## src/rtl/srl_fifo_ctrl.sv

```systemverilog
// Purpose : control for an SRL-based FIFO; drives shift/address of an external storage array
//           and keeps a first-word-fall-through head register with write bypass.
// Latency : 1 cycle from write to if_dout when empty; stored words reach the head in order.
// Backpr. : if_full_n drops when storage holds DEPTH words and never depends on a same-cycle pop;
//           a rejected write/read sets a sticky error flag and changes nothing else.
// Ports   : ap_clk/ap_rst_n clock and async active-low reset;
//           if_write_ce/if_write/if_din/if_full_n producer side;
//           if_read_ce/if_read/if_dout/if_empty_n consumer side;
//           if_count occupancy, if_prog_full registered threshold flag;
//           err_clr/err_ovf/err_udf sticky error flags;
//           srl_we/srl_addr/srl_din/srl_dout storage array interface.
module srl_fifo_ctrl #(
    parameter int DATA_WIDTH = 8,
    parameter int ADDR_WIDTH = 5,
    parameter int DEPTH      = 17,
    parameter int PROG_FULL  = 14,
    parameter int CNT_WIDTH  = 5
) (
    input  logic                  ap_clk,
    input  logic                  ap_rst_n,
    input  logic                  if_write_ce,
    input  logic                  if_write,
    input  logic [DATA_WIDTH-1:0] if_din,
    output logic                  if_full_n,
    input  logic                  if_read_ce,
    input  logic                  if_read,
    output logic [DATA_WIDTH-1:0] if_dout,
    output logic                  if_empty_n,
    output logic [CNT_WIDTH-1:0]  if_count,
    output logic                  if_prog_full,
    input  logic                  err_clr,
    output logic                  err_ovf,
    output logic                  err_udf,
    output logic                  srl_we,
    output logic [ADDR_WIDTH-1:0] srl_addr,
    output logic [DATA_WIDTH-1:0] srl_din,
    input  logic [DATA_WIDTH-1:0] srl_dout
);

    localparam logic [CNT_WIDTH-1:0] DEPTH_C = CNT_WIDTH'(DEPTH);
    localparam logic [CNT_WIDTH:0]   PFULL_C = (CNT_WIDTH+1)'(PROG_FULL);

    logic [CNT_WIDTH-1:0]  n_q, n_d;
    logic                  dv_q, dv_d;
    logic [DATA_WIDTH-1:0] dout_q, dout_d;
    logic [ADDR_WIDTH-1:0] addr_q, addr_d;
    logic                  ovf_q, ovf_d;
    logic                  udf_q, udf_d;
    logic                  pfull_q, pfull_d;

    logic full_int;
    logic push, pop, slot, n_zero, bypass, load, we;
    logic ovf_set, udf_set;

    // Full depends only on storage occupancy, so a same-cycle pop never opens a slot.
    assign full_int = (n_q < DEPTH_C);
    assign push     = if_write & if_write_ce & full_int;
    assign pop      = if_read & if_read_ce & dv_q;
    // Head register is free at this edge: either empty or being popped now.
    assign slot     = ~dv_q | pop;
    assign n_zero   = (n_q == '0);
    assign bypass   = push & n_zero & slot;
    // Oldest stored word sits at addr_q = N-1 and is read before the shift lands.
    assign load     = ~n_zero & slot;
    assign we       = push & ~bypass;

    assign ovf_set  = if_write & if_write_ce & ~full_int;
    assign udf_set  = if_read & if_read_ce & ~dv_q;

    always_comb begin
        n_d    = n_q + CNT_WIDTH'(we) - CNT_WIDTH'(load);
        addr_d = (n_d == '0) ? '0 : ADDR_WIDTH'(n_d - 1'b1);

        dv_d   = dv_q;
        dout_d = dout_q;
        if (bypass) begin
            dout_d = if_din;
            dv_d   = 1'b1;
        end else if (load) begin
            dout_d = srl_dout;
            dv_d   = 1'b1;
        end else if (pop) begin
            dv_d   = 1'b0;
        end

        pfull_d = (({1'b0, n_d} + (CNT_WIDTH+1)'(dv_d)) >= PFULL_C);

        // A new error in the same cycle wins over the clear.
        ovf_d = ovf_set ? 1'b1 : (err_clr ? 1'b0 : ovf_q);
        udf_d = udf_set ? 1'b1 : (err_clr ? 1'b0 : udf_q);
    end

    always_ff @(posedge ap_clk or negedge ap_rst_n) begin
        if (!ap_rst_n) begin
            n_q     <= '0;
            dv_q    <= 1'b0;
            dout_q  <= '0;
            addr_q  <= '0;
            ovf_q   <= 1'b0;
            udf_q   <= 1'b0;
            pfull_q <= 1'b0;
        end else begin
            n_q     <= n_d;
            dv_q    <= dv_d;
            dout_q  <= dout_d;
            addr_q  <= addr_d;
            ovf_q   <= ovf_d;
            udf_q   <= udf_d;
            pfull_q <= pfull_d;
        end
    end

    // Handshakes are held inactive for the whole time reset is asserted.
    assign if_full_n    = ap_rst_n & full_int;
    assign if_empty_n   = ap_rst_n & dv_q;
    assign if_dout      = dout_q;
    assign if_count     = n_q + CNT_WIDTH'(dv_q);
    assign if_prog_full = pfull_q;
    assign err_ovf      = ovf_q;
    assign err_udf      = udf_q;
    assign srl_we       = we;
    assign srl_addr     = addr_q;
    assign srl_din      = if_din;

endmodule
```

## config.mk

```make
export PLATFORM = sky130hd
export DESIGN_NAME = srl_fifo_ctrl
export DESIGN_NICKNAME = d
export VERILOG_FILES = /design/src/rtl/srl_fifo_ctrl.sv
export SDC_FILE = /design/constraint.sdc
export NUM_CORES = 1
export LEC_CHECK = 0
export ABC_AREA = 1
export CAP_MARGIN = 20
export CORE_MARGIN = 2
export CORE_UTILIZATION = 40
export DETAILED_ROUTE_END_ITERATION = 10
export GPL_TIMING_DRIVEN = 0
export PLACE_DENSITY = 0.77
export SLEW_MARGIN = 10
export SYNTH_ARGS = -nofsm -noshare
export SYNTH_HDL_FRONTEND = slang
export SYNTH_SLANG_ARGS = --single-unit
```

## constraint.sdc

```tcl
create_clock -name ap_clk -period 2.54 [get_ports ap_clk]
set_input_delay 0.381 -clock ap_clk [delete_from_list [all_inputs] [get_ports ap_clk]]
set_output_delay 0.381 -clock ap_clk [all_outputs]
set_load 0.01 [all_outputs]
```

==> flow_metrics.py, run 1 <==
metrics = {
    "critical_path": {
        "reg2reg_depth": 17,
        "critPathLaunch": "n_q[2]",
        "crit_path_max_incr_delay_ns": 0.63,
        "crit_required_ns": 2.80,
        "cp-start-kind": "register",
        "path_common_cell": "ha_4",
        "slowest_stage": "fa_2",
        "setup.worst_path.end_class": "register",
        "path_max_fanout": 4,
        "worstSetupPathType": "reg -> reg",
        "crit-reg2reg-launch": "n_q[2]",
        "crit_chain": "inv_2 -> ha_4 -> inv_2 -> nor2_4 -> nand2_2 -> nand2_4 -> inv_8 -> ha_4 -> inv_2 -> ha_4 -> fa_2 -> buf_6 -> inv_4 -> ha_4 -> xnor2_2 -> inv_1 -> nor2_1",
        "worstPathArrival_ns": 2.92,
    },
    "cells_and_area": {
        "fin_area_mm2": 0.00234,
        "antenna_cells": 0,
        "final_cell_mix": "51 x clkdlybuf4s50_1, 37 x nand2_1, 22 x nand3_1, 20 x dfrtp_1, 19 x buf_4",
        "nFillCells": 265,
        "finalNetCount": 286,
        "final_common_cell": "clkdlybuf4s50_1",
        "syn2layout_area_growth_pct": 62.7,
        "drive_gt1_share_pct": 26.5,
    },
    "global_route": {
        "antenna_found_initial": 0,
        "grtUsageTotal_pct": 17.7,
        "grt_pass1_vias": 1308,
        "grt_pass1_wl_mm": 5.73,
        "grt_max_degree": 25,
        "overflow": 0,
    },
    "synth": {
        "synth_top_area_cell": "dfrtp_1",
        "ys_top_cells_by_area": "dfrtp_1 38%, ha_1 14%, nand2_1 10%",
        "ys_seq_area_share_pct": 38.2,
        "syn_avg_cell_area_um2": 8.28,
        "ys.warnings.count": 0,
        "yosys_register_bits": 22,
        "netlist_area_mm2": 0.00144,
        "synth.top_cell.area_share_pct": 38.2,
        "synth.distinct_cells": 21,
        "syn_nets": 214,
        "syn_inst": 174,
    },
    "timing": {
        "min_period_ns": 2.66,
        "rsz0062_at_grt": "true",
        "fmax_mhz": 375,
        "maxSlewHeadroom_pct": 58.3,
        "fin_worst_skew_ns": 0.00452,
        "setup_viol": 6,
        "maxSlewViolCount": 0,
        "tightestPinTransition_ns": 0.626,
        "finalHoldViolCount": 0,
        "finalCritPeriodShare_pct": 105,
        "fin_ws_ns": -0.124,
    },
    "outcome": {
        "status": "complete, but fails checks",
        "violations": "negative setup slack",
    },
    "placement": {
        "place.gp.congestion": 0.790,
        "dpl_worst_slack_ns": -0.506,
        "dp.final_hpwl_mm": 2.53,
        "numPortBuffers": 54,
        "place_area_mm2": 0.00212,
    },
    "clock_tree": {
        "cts_tree": "done",
        "cts_root_buffer": "clkbuf_4",
        "clkTransAtPathRegs_ns": 0.13,
        "cts_buffer_depth": 2,
        "clock-sinks": 22,
        "clock_latency_ns": 0.31,
        "cts-buffers-inserted": 3,
        "cts_max_level": 1,
        "cts_hold_buf": 0,
    },
    "floorplan": {
        "core_mm2": 0.00339,
        "die_h_um": 64.0,
        "start_util_pct": 42.5,
        "ios": 55,
        "dieArea_mm2": 0.00410,
        "std_cell_rows": 21,
        "dieWidth_um": 64.0,
    },
    "job": {
        "max_cap_violations": 0,
    },
    "detailed_routing": {
        "final_antenna_net_count": 0,
        "post-route-drc-count": 0,
        "vias": 1330,
        "drt_iter0_drc": 65,
        "viasPerCell": 4.57,
        "wirelength_mm": 3.42,
        "drt_pass1_iterations": 4,
        "post_drt_wl_per_cell_um": 11.7,
    },
    "pwr": {
        "p_per_area_mw_per_mm2": 1320,
        "ir_drop_mv": 0.902,
        "p_leak_nw": 1.11,
    },
    "min_path": {
        "hold_path.class": "in -> async",
    },
}
## repair_timing
action,in CTS,in global routing
pin swaps,9,1
resized for setup,15,7
setup endpoints to repair,11,8
buffers inserted,10,2
cloned,0,0
## metrics by stage
step	std cells	TNS, ns	utilization, %	hold WS, ns	power, mW
finish	291	-0.580	69.2	0.167	3.09
global route	291	-1.27	69.2	0.201	3.38
CTS	288	-0.233	67.4	0.384	3.02
detailed placement	274	-3.20	62.4	0.497	2.55
global placement	274	-2.97	62.4	0.493	2.50
floorplan	174	-0.435	-	0.0854	1.92
## cells in the mapped netlist, drive strengths merged
cell type / number
xnor2: 2
buf: 8
nor2: 18
inv: 24
o22ai: 2
xor2: 3
nand4: 1
ha: 16
a21oi: 2
nand3: 25
dfrtp: 22
nand3b: 2
fa: 1
clkinv: 1
and2: 1
nand2: 46
## critical path: cells and delay by family, from the launching register on
family | cells | cell delay, ns
buffers and inverters | 7 | 0.40
adder cells (fa/ha/maj) | 5 | 1.31
XOR/XNOR | 1 | 0.12
AND/OR/NAND/NOR | 4 | 0.34
flip-flops | 1 | 0.44
## state kept, by name, indices dropped and copies added, names as in the netlist
name          cells
n_q               5
dv_q              1
if_prog_full      1
srl_addr          5
err_ovf           1
err_udf           1
if_dout           8
## cell families (layout without fill, tap and decap cells)
group,count (synthesis),count (layout),share of synthesized area (%)
and+or+nand+nor,93,93,30.1
AOI/OAI and AO/OA,4,4,2.60
DFF,22,22,38.2
buffers and inverters,33,104,10.8
adders and majority gates,17,17,15.3
xor gates and xnor gates,5,5,3.04
## area by class of cell
type / count / area [um^2] / area share [%]
tap: 46 / 57.6 / 2.45
inverter: 25 / 105 / 4.48
clock buffer: 3 / 22.5 / 0.961
buffer: 8 / 60.1 / 2.56
clock inverter: 1 / 30.0 / 1.28
multi-input combinational: 119 / 867 / 37.0
timing repair buffer: 67 / 649 / 27.7
sequential: 22 / 553 / 23.6
## power by group
part           internal, mW  total (mW)  switching (mW)  leakage (nW)
clock network         0.160       0.275           0.115        0.0279
registers             0.500       0.585          0.0849         0.260
logic                  1.07        2.24            1.16         0.827
## per-layer routing
| metal | routed length (um) | vias to the layer above | GRT usage (%) |
|---|---|---|---|
| li1 | - | 682 | - |
| met1 | 1400 | 613 | 21.8 |
| met2 | 1800 | 31 | 30.9 |
| met3 | 198 | 4 | 4.05 |
| met4 | 23 | 0 | 4.89 |
| met5 | 0 | - | 0 |
## final timing paths
path | to | slack (ns)
max | srl_addr[2] | -0.12
min | if_dout[0] | 0.17
max reg2reg | srl_addr[2] | -0.12
min reg2reg | err_udf | 0.52
max in group asynchronous | n_q[1] | 1.84
min in group ap_clk | err_udf | 0.52
No activity file was read; power rests on OpenSTA's default activity.
==> inputs of run 2 (changes only) <==
- CORE_UTILIZATION: 40 -> 44
- PLACE_DENSITY: 0.77 -> 0.8
- clock period: 2.54 -> 2.8 ns (I/O delays scaled with it)
==> flow_metrics.py, run 2 (synthesis results as in run 1) <==
metrics = {
    "outcome": {
        "status": "finished, final reports clean",
    },
    "clock_tree": {
        "cts_buffer_depth": 2,
        "clock_latency_ns": 0.32,
        "clock-sinks": 22,
        "cts_max_level": 1,
        "cts_hold_buf": 0,
        "clkTransAtPathRegs_ns": 0.13,
        "cts-buffers-inserted": 3,
        "cts_root_buffer": "clkbuf_4",
        "cts_tree": "done",
    },
    "cells_and_area": {
        "nFillCells": 232,
        "largest_reg_flops": 8,
        "final_cell_mix": "53 x clkdlybuf4s50_1, 39 x nand2_1, 23 x nand3_1, 21 x dfrtp_1",
        "syn2layout_area_growth_pct": 55.7,
        "antenna_cells": 0,
        "finalNetCount": 281,
        "layoutNonFillerInstCount": 284,
        "fin_area_mm2": 0.00224,
        "utilization_pct": 72.9,
        "final_common_cell": "clkdlybuf4s50_1",
        "drive_gt1_share_pct": 22.1,
    },
    "critical_path": {
        "worstPathArrival_ns": 2.90,
        "crit-reg2reg-launch": "n_q[2]",
        "cp-endpoint": "if_prog_full",
        "crit_required_ns": 3.01,
        "reg2reg_depth": 17,
        "setup.worst_path.end_class": "register",
        "r2r-end": "if_prog_full",
        "ff2ff_setup_slack_ns": 0.12,
        "cp-start-kind": "register",
        "path_max_fanout": 4,
        "critPathLaunch": "n_q[2]",
        "worstSetupPathType": "reg -> reg",
    },
    "global_route": {
        "grt_pass1_wl_mm": 5.17,
        "antenna_found_initial": 0,
        "grt_pass1_vias": 1225,
        "grtUsageTotal_pct": 18.8,
        "grt_max_degree": 25,
        "overflow": 0,
    },
    "timing": {
        "maxSlewHeadroom_pct": 65.3,
        "whs_ns": 0.159,
        "tightestPinTransition_ns": 0.521,
        "setup_viol": 0,
        "min_period_ns": 2.68,
        "finalHoldViolCount": 0,
        "fin_ws_ns": 0.116,
        "maxSlewViolCount": 0,
        "fin_worst_skew_ns": 0.00619,
        "fmax_mhz": 373,
        "finalCritPeriodShare_pct": 95.8,
        "finalSetupTns_ns": 0,
    },
    "pwr": {
        "ir_drop_mv": 0.783,
        "p_leak_nw": 1.05,
        "p_per_area_mw_per_mm2": 1160,
        "power_mw": 2.61,
    },
    "floorplan": {
        "ios": 55,
        "die_h_um": 61.2,
        "core_mm2": 0.00308,
        "std_cell_rows": 20,
        "dieWidth_um": 61.2,
        "dieArea_mm2": 0.00375,
        "start_util_pct": 46.8,
    },
    "detailed_routing": {
        "drt_pass1_iterations": 4,
        "wirelength_mm": 3.65,
        "vias": 1317,
        "dr_wl_met3_um": 166,
        "dr_wl_met2_mm": 1.92,
        "viasPerCell": 4.64,
        "drt_iter0_drc": 36,
        "post_drt_wl_per_cell_um": 12.9,
        "post-route-drc-count": 0,
        "dr.max_layer_used": "met4",
        "wirelength_met1_mm": 1.48,
        "final_antenna_net_count": 0,
    },
    "placement": {
        "place_inst": 272,
        "dp.final_hpwl_mm": 2.66,
        "numPortBuffers": 54,
        "place.gp.congestion": 0.839,
        "place_area_mm2": 0.00204,
        "dpl_worst_slack_ns": -0.367,
    },
    "job": {
        "max_cap_violations": 0,
    },
    "min_path": {
        "hold_path.class": "in -> async",
    },
}
run 2: cell types whose count changed in the layout (fill, tap and decap cells not counted), moves of 2 or more:
cell,before,now
buf_4,19,15
buf_6,2,0
clkdlybuf4s50_1,51,53
dlymetal6s2s_1,2,0
inv_1,12,14
nand2_1,37,39
run 2: routing by layer:
| layer | track usage [%] | vias to the layer above |
|---|---|---|
| met4 | 6.83 | 0 |
| li1 | - | 677 |
| met1 | 21.1 | 599 |
| met2 | 35.9 | 33 |
| met5 | 0 | - |
| met3 | 2.31 | 8 |
run 2: worst min path at each step:
stage / end / cells after the start / from / slack, ns
2_1_floorplan: dv_q / 0 / ap_rst_n / 0.12
3_3_place_gp: if_dout[4] / 2 / if_dout[4] / 0.49
3_5_place_dp: if_dout[1] / 2 / if_dout[1] / 0.50
4_1_cts: if_dout[7] / 1 / ap_rst_n / 0.43
5_1_grt: if_dout[7] / 1 / ap_rst_n / 0.19
6_report: if_dout[0] / 1 / ap_rst_n / 0.16
run 2: timing repair:
action                                  in CTS  in global routing
setup buffers                                4                  3
pin swaps                                    2                  7
resized for setup                           12                 15
hold endpoints to repair                     0                  0
endpoints found under the setup margin       8                  6
run 2: critical path: stages, from the launching register on:
cell and delay [ns]:
dfrtp_1 0.42, inv_2 0.09, ha_4 0.12, inv_1 0.04
nor2_2 0.14, nand2_2 0.08, nand2_4 0.10, inv_8 0.04
ha_4 0.25, inv_2 0.03, ha_4 0.15, fa_2 0.61
ha_4 0.16, nand3_2 0.08, nand2_1 0.08, nor2_1 0.04
nand3_1 0.07, nand3_1 0.07
run 2: final cells by class:
type	count	area, um^2	share of cell area [%]
repair buffers	62	607	27.0
well taps	44	55.1	2.45
plain buffers	8	60.1	2.68
flip-flops and latches	22	552	24.6
clock buffers	4	36.3	1.62
inverters	25	103	4.57
multi-input cells	119	832	37.1
run 2: where the power goes:
part	switching (mW)	leakage (nW)	internal, mW
logic	1.02	0.763	0.882
registers	0.0716	0.261	0.452
clock network	0.104	0.0210	0.0795
total	1.19	1.04	1.41
==> inputs of run 3 (changes only) <==
- CTS_BUF_LIST: default -> sky130_fd_sc_hd__clkbuf_16
==> flow_metrics.py, run 3 (synthesis results as in run 1) <==
metrics = {
    "outcome": {
        "status": "finished, final reports clean",
    },
    "critical_path": {
        "crit_path_max_incr_delay_ns": 0.60,
        "path_max_fanout": 4,
        "path_common_cell": "ha_4",
        "worstPathArrival_ns": 2.83,
        "cp-start-kind": "register",
        "setup.worst_path.end_class": "register",
        "crit_chain": "inv_2 -> ha_4 -> inv_1 -> nor2_2 -> nand2_2 -> nand2_4 -> inv_8 -> ha_4 -> inv_2 -> ha_4 -> fa_2 -> ha_4 -> nand3_2 -> nand2_1 -> nor2_1 -> nand3_1 -> nand3_1",
        "slowest_stage": "fa_2",
        "crit_required_ns": 2.94,
        "worstSetupPathType": "reg -> reg",
    },
    "clock_tree": {
        "cts_buffer_depth": 2,
        "clock_latency_ns": 0.25,
        "clkTransAtPathRegs_ns": 0.06,
        "clock-sinks": 22,
        "cts_hold_buf": 0,
        "cts-buffers-inserted": 3,
        "cts_max_level": 1,
        "cts_tree": "done",
        "cts_root_buffer": "clkbuf_16",
    },
    "timing": {
        "maxSlewHeadroom_pct": 64.6,
        "fmax_mhz": 372,
        "finalHoldViolCount": 0,
        "tightestPinTransition_ns": 0.532,
        "setup_viol": 0,
        "fin_worst_skew_ns": 0.00198,
        "maxSlewViolCount": 0,
        "min_period_ns": 2.69,
        "finalCritPeriodShare_pct": 96.1,
    },
    "cells_and_area": {
        "drive_gt1_share_pct": 21.7,
        "layoutNonFillerInstCount": 284,
        "syn2layout_area_growth_pct": 58.0,
        "largest_reg_flops": 8,
        "final_cell_mix": "53 x clkdlybuf4s50_1, 39 x nand2_1, 23 x nand3_1, 22 x dfrtp_1",
        "utilization_pct": 74.0,
        "nFillCells": 219,
        "antenna_cells": 0,
        "finalNetCount": 281,
        "final_common_cell": "clkdlybuf4s50_1",
    },
    "detailed_routing": {
        "drt_iter0_drc": 44,
        "wirelength_mm": 3.87,
        "post_drt_wl_per_cell_um": 13.6,
        "viasPerCell": 4.80,
        "final_antenna_net_count": 0,
        "drt_pass1_iterations": 4,
        "vias": 1362,
        "post-route-drc-count": 0,
    },
    "pwr": {
        "p_per_area_mw_per_mm2": 1190,
        "ir_drop_mv": 0.715,
        "power_mw": 2.72,
        "p_leak_nw": 1.07,
    },
    "floorplan": {
        "std_cell_rows": 20,
        "die_h_um": 61.2,
        "dieWidth_um": 61.2,
        "core_mm2": 0.00308,
        "ios": 55,
        "dieArea_mm2": 0.00375,
        "start_util_pct": 46.8,
    },
    "global_route": {
        "antenna_found_initial": 0,
        "grtUsageTotal_pct": 19.8,
        "grt_pass1_vias": 1222,
        "grt_max_degree": 25,
        "grt_pass1_wl_mm": 5.41,
        "overflow": 0,
    },
    "job": {
        "max_cap_violations": 0,
    },
    "placement": {
        "numPortBuffers": 54,
        "dp.final_hpwl_mm": 2.66,
        "place.gp.congestion": 0.839,
        "place_inst": 272,
    },
    "min_path": {
        "hold_path.class": "in -> async",
    },
}
run 3: changes by cell type in the layout (fill, tap and decap cells not counted), sizes merged:
cell | before | now
clkinv | 1 | 2
clkbuf | 4 | 3
run 3: timing repair:
item / 4_1_cts / 5_1_grt
gates resized for setup: 15 / 11
pin swaps: 3 / 7
setup buffers: 4 / 3
gates cloned: 0 / 0
endpoints found under the setup margin: 8 / 6
run 3: worst max-delay path: cells and delay by family (launching register included):
| kind | cells | cell delay, ns |
|---|---|---|
| fa+ha+maj | 5 | 1.28 |
| buf+inv | 4 | 0.22 |
| flops | 1 | 0.40 |
| simple gates | 8 | 0.66 |
run 3: final timing paths:
| kind | slack (ns) | cells past startpoint | endpoint | start |
|---|---|---|---|---|
| setup / recovery | 0.11 | 17 | if_prog_full | n_q[2] |
| hold reg to reg | 0.51 | 2 | if_dout[3] | if_dout[3] |
| max in group asynchronous | 2.07 | 2 | if_prog_full | ap_rst_n |
| min in group ap_clk | 0.51 | 2 | if_dout[3] | if_dout[3] |
| hold / removal | 0.25 | 1 | if_dout[0] | ap_rst_n |
| setup reg to reg | 0.11 | 17 | if_prog_full | n_q[2] |
run 3: stage by stage:
stage,area (um^2),TNS (ns),worst slack (ns),hold WS (ns)
after global placement,2040,-1.68,-0.290,0.490
after detailed placement,2040,-2.15,-0.367,0.499
after CTS,2180,0,0.0231,0.511
final,2280,0,0.110,0.250
after global routing,2280,-0.0498,-0.0195,0.295
after floorplan,1440,0,0.0658,0.124
run 3: per-layer routing:
metal  global-route usage (%)  vias to the layer above  routed length, um  part of all wire [%]
li1                         -                      677                  -                     -
met4                     8.07                        0                115                   3.0
met5                        0                        -                  0                     0
met3                     2.94                       10                198                   5.1
met1                     23.8                      642               1530                    39
met2                     35.4                       33               2030                    52
run 3: final cells by class:
class                           instances  area (um^2)  area share [%]
Tap cell                               44         55.1            2.42
Multi-Input combinational cell        119          823            36.2
Sequential cell                        22          551            24.2
Inverter                               25          103            4.51
Timing Repair Buffer                   62          607            26.6
Clock inverter                          1         3.75           0.165
Clock buffer                            3         75.1            3.30
Buffer                                  8         60.1            2.64
run 3: power breakdown:
group          total, mW  internal, mW  switching, mW
sequential         0.529         0.453         0.0758
clock              0.301         0.190          0.111
combinational       1.89         0.881           1.01
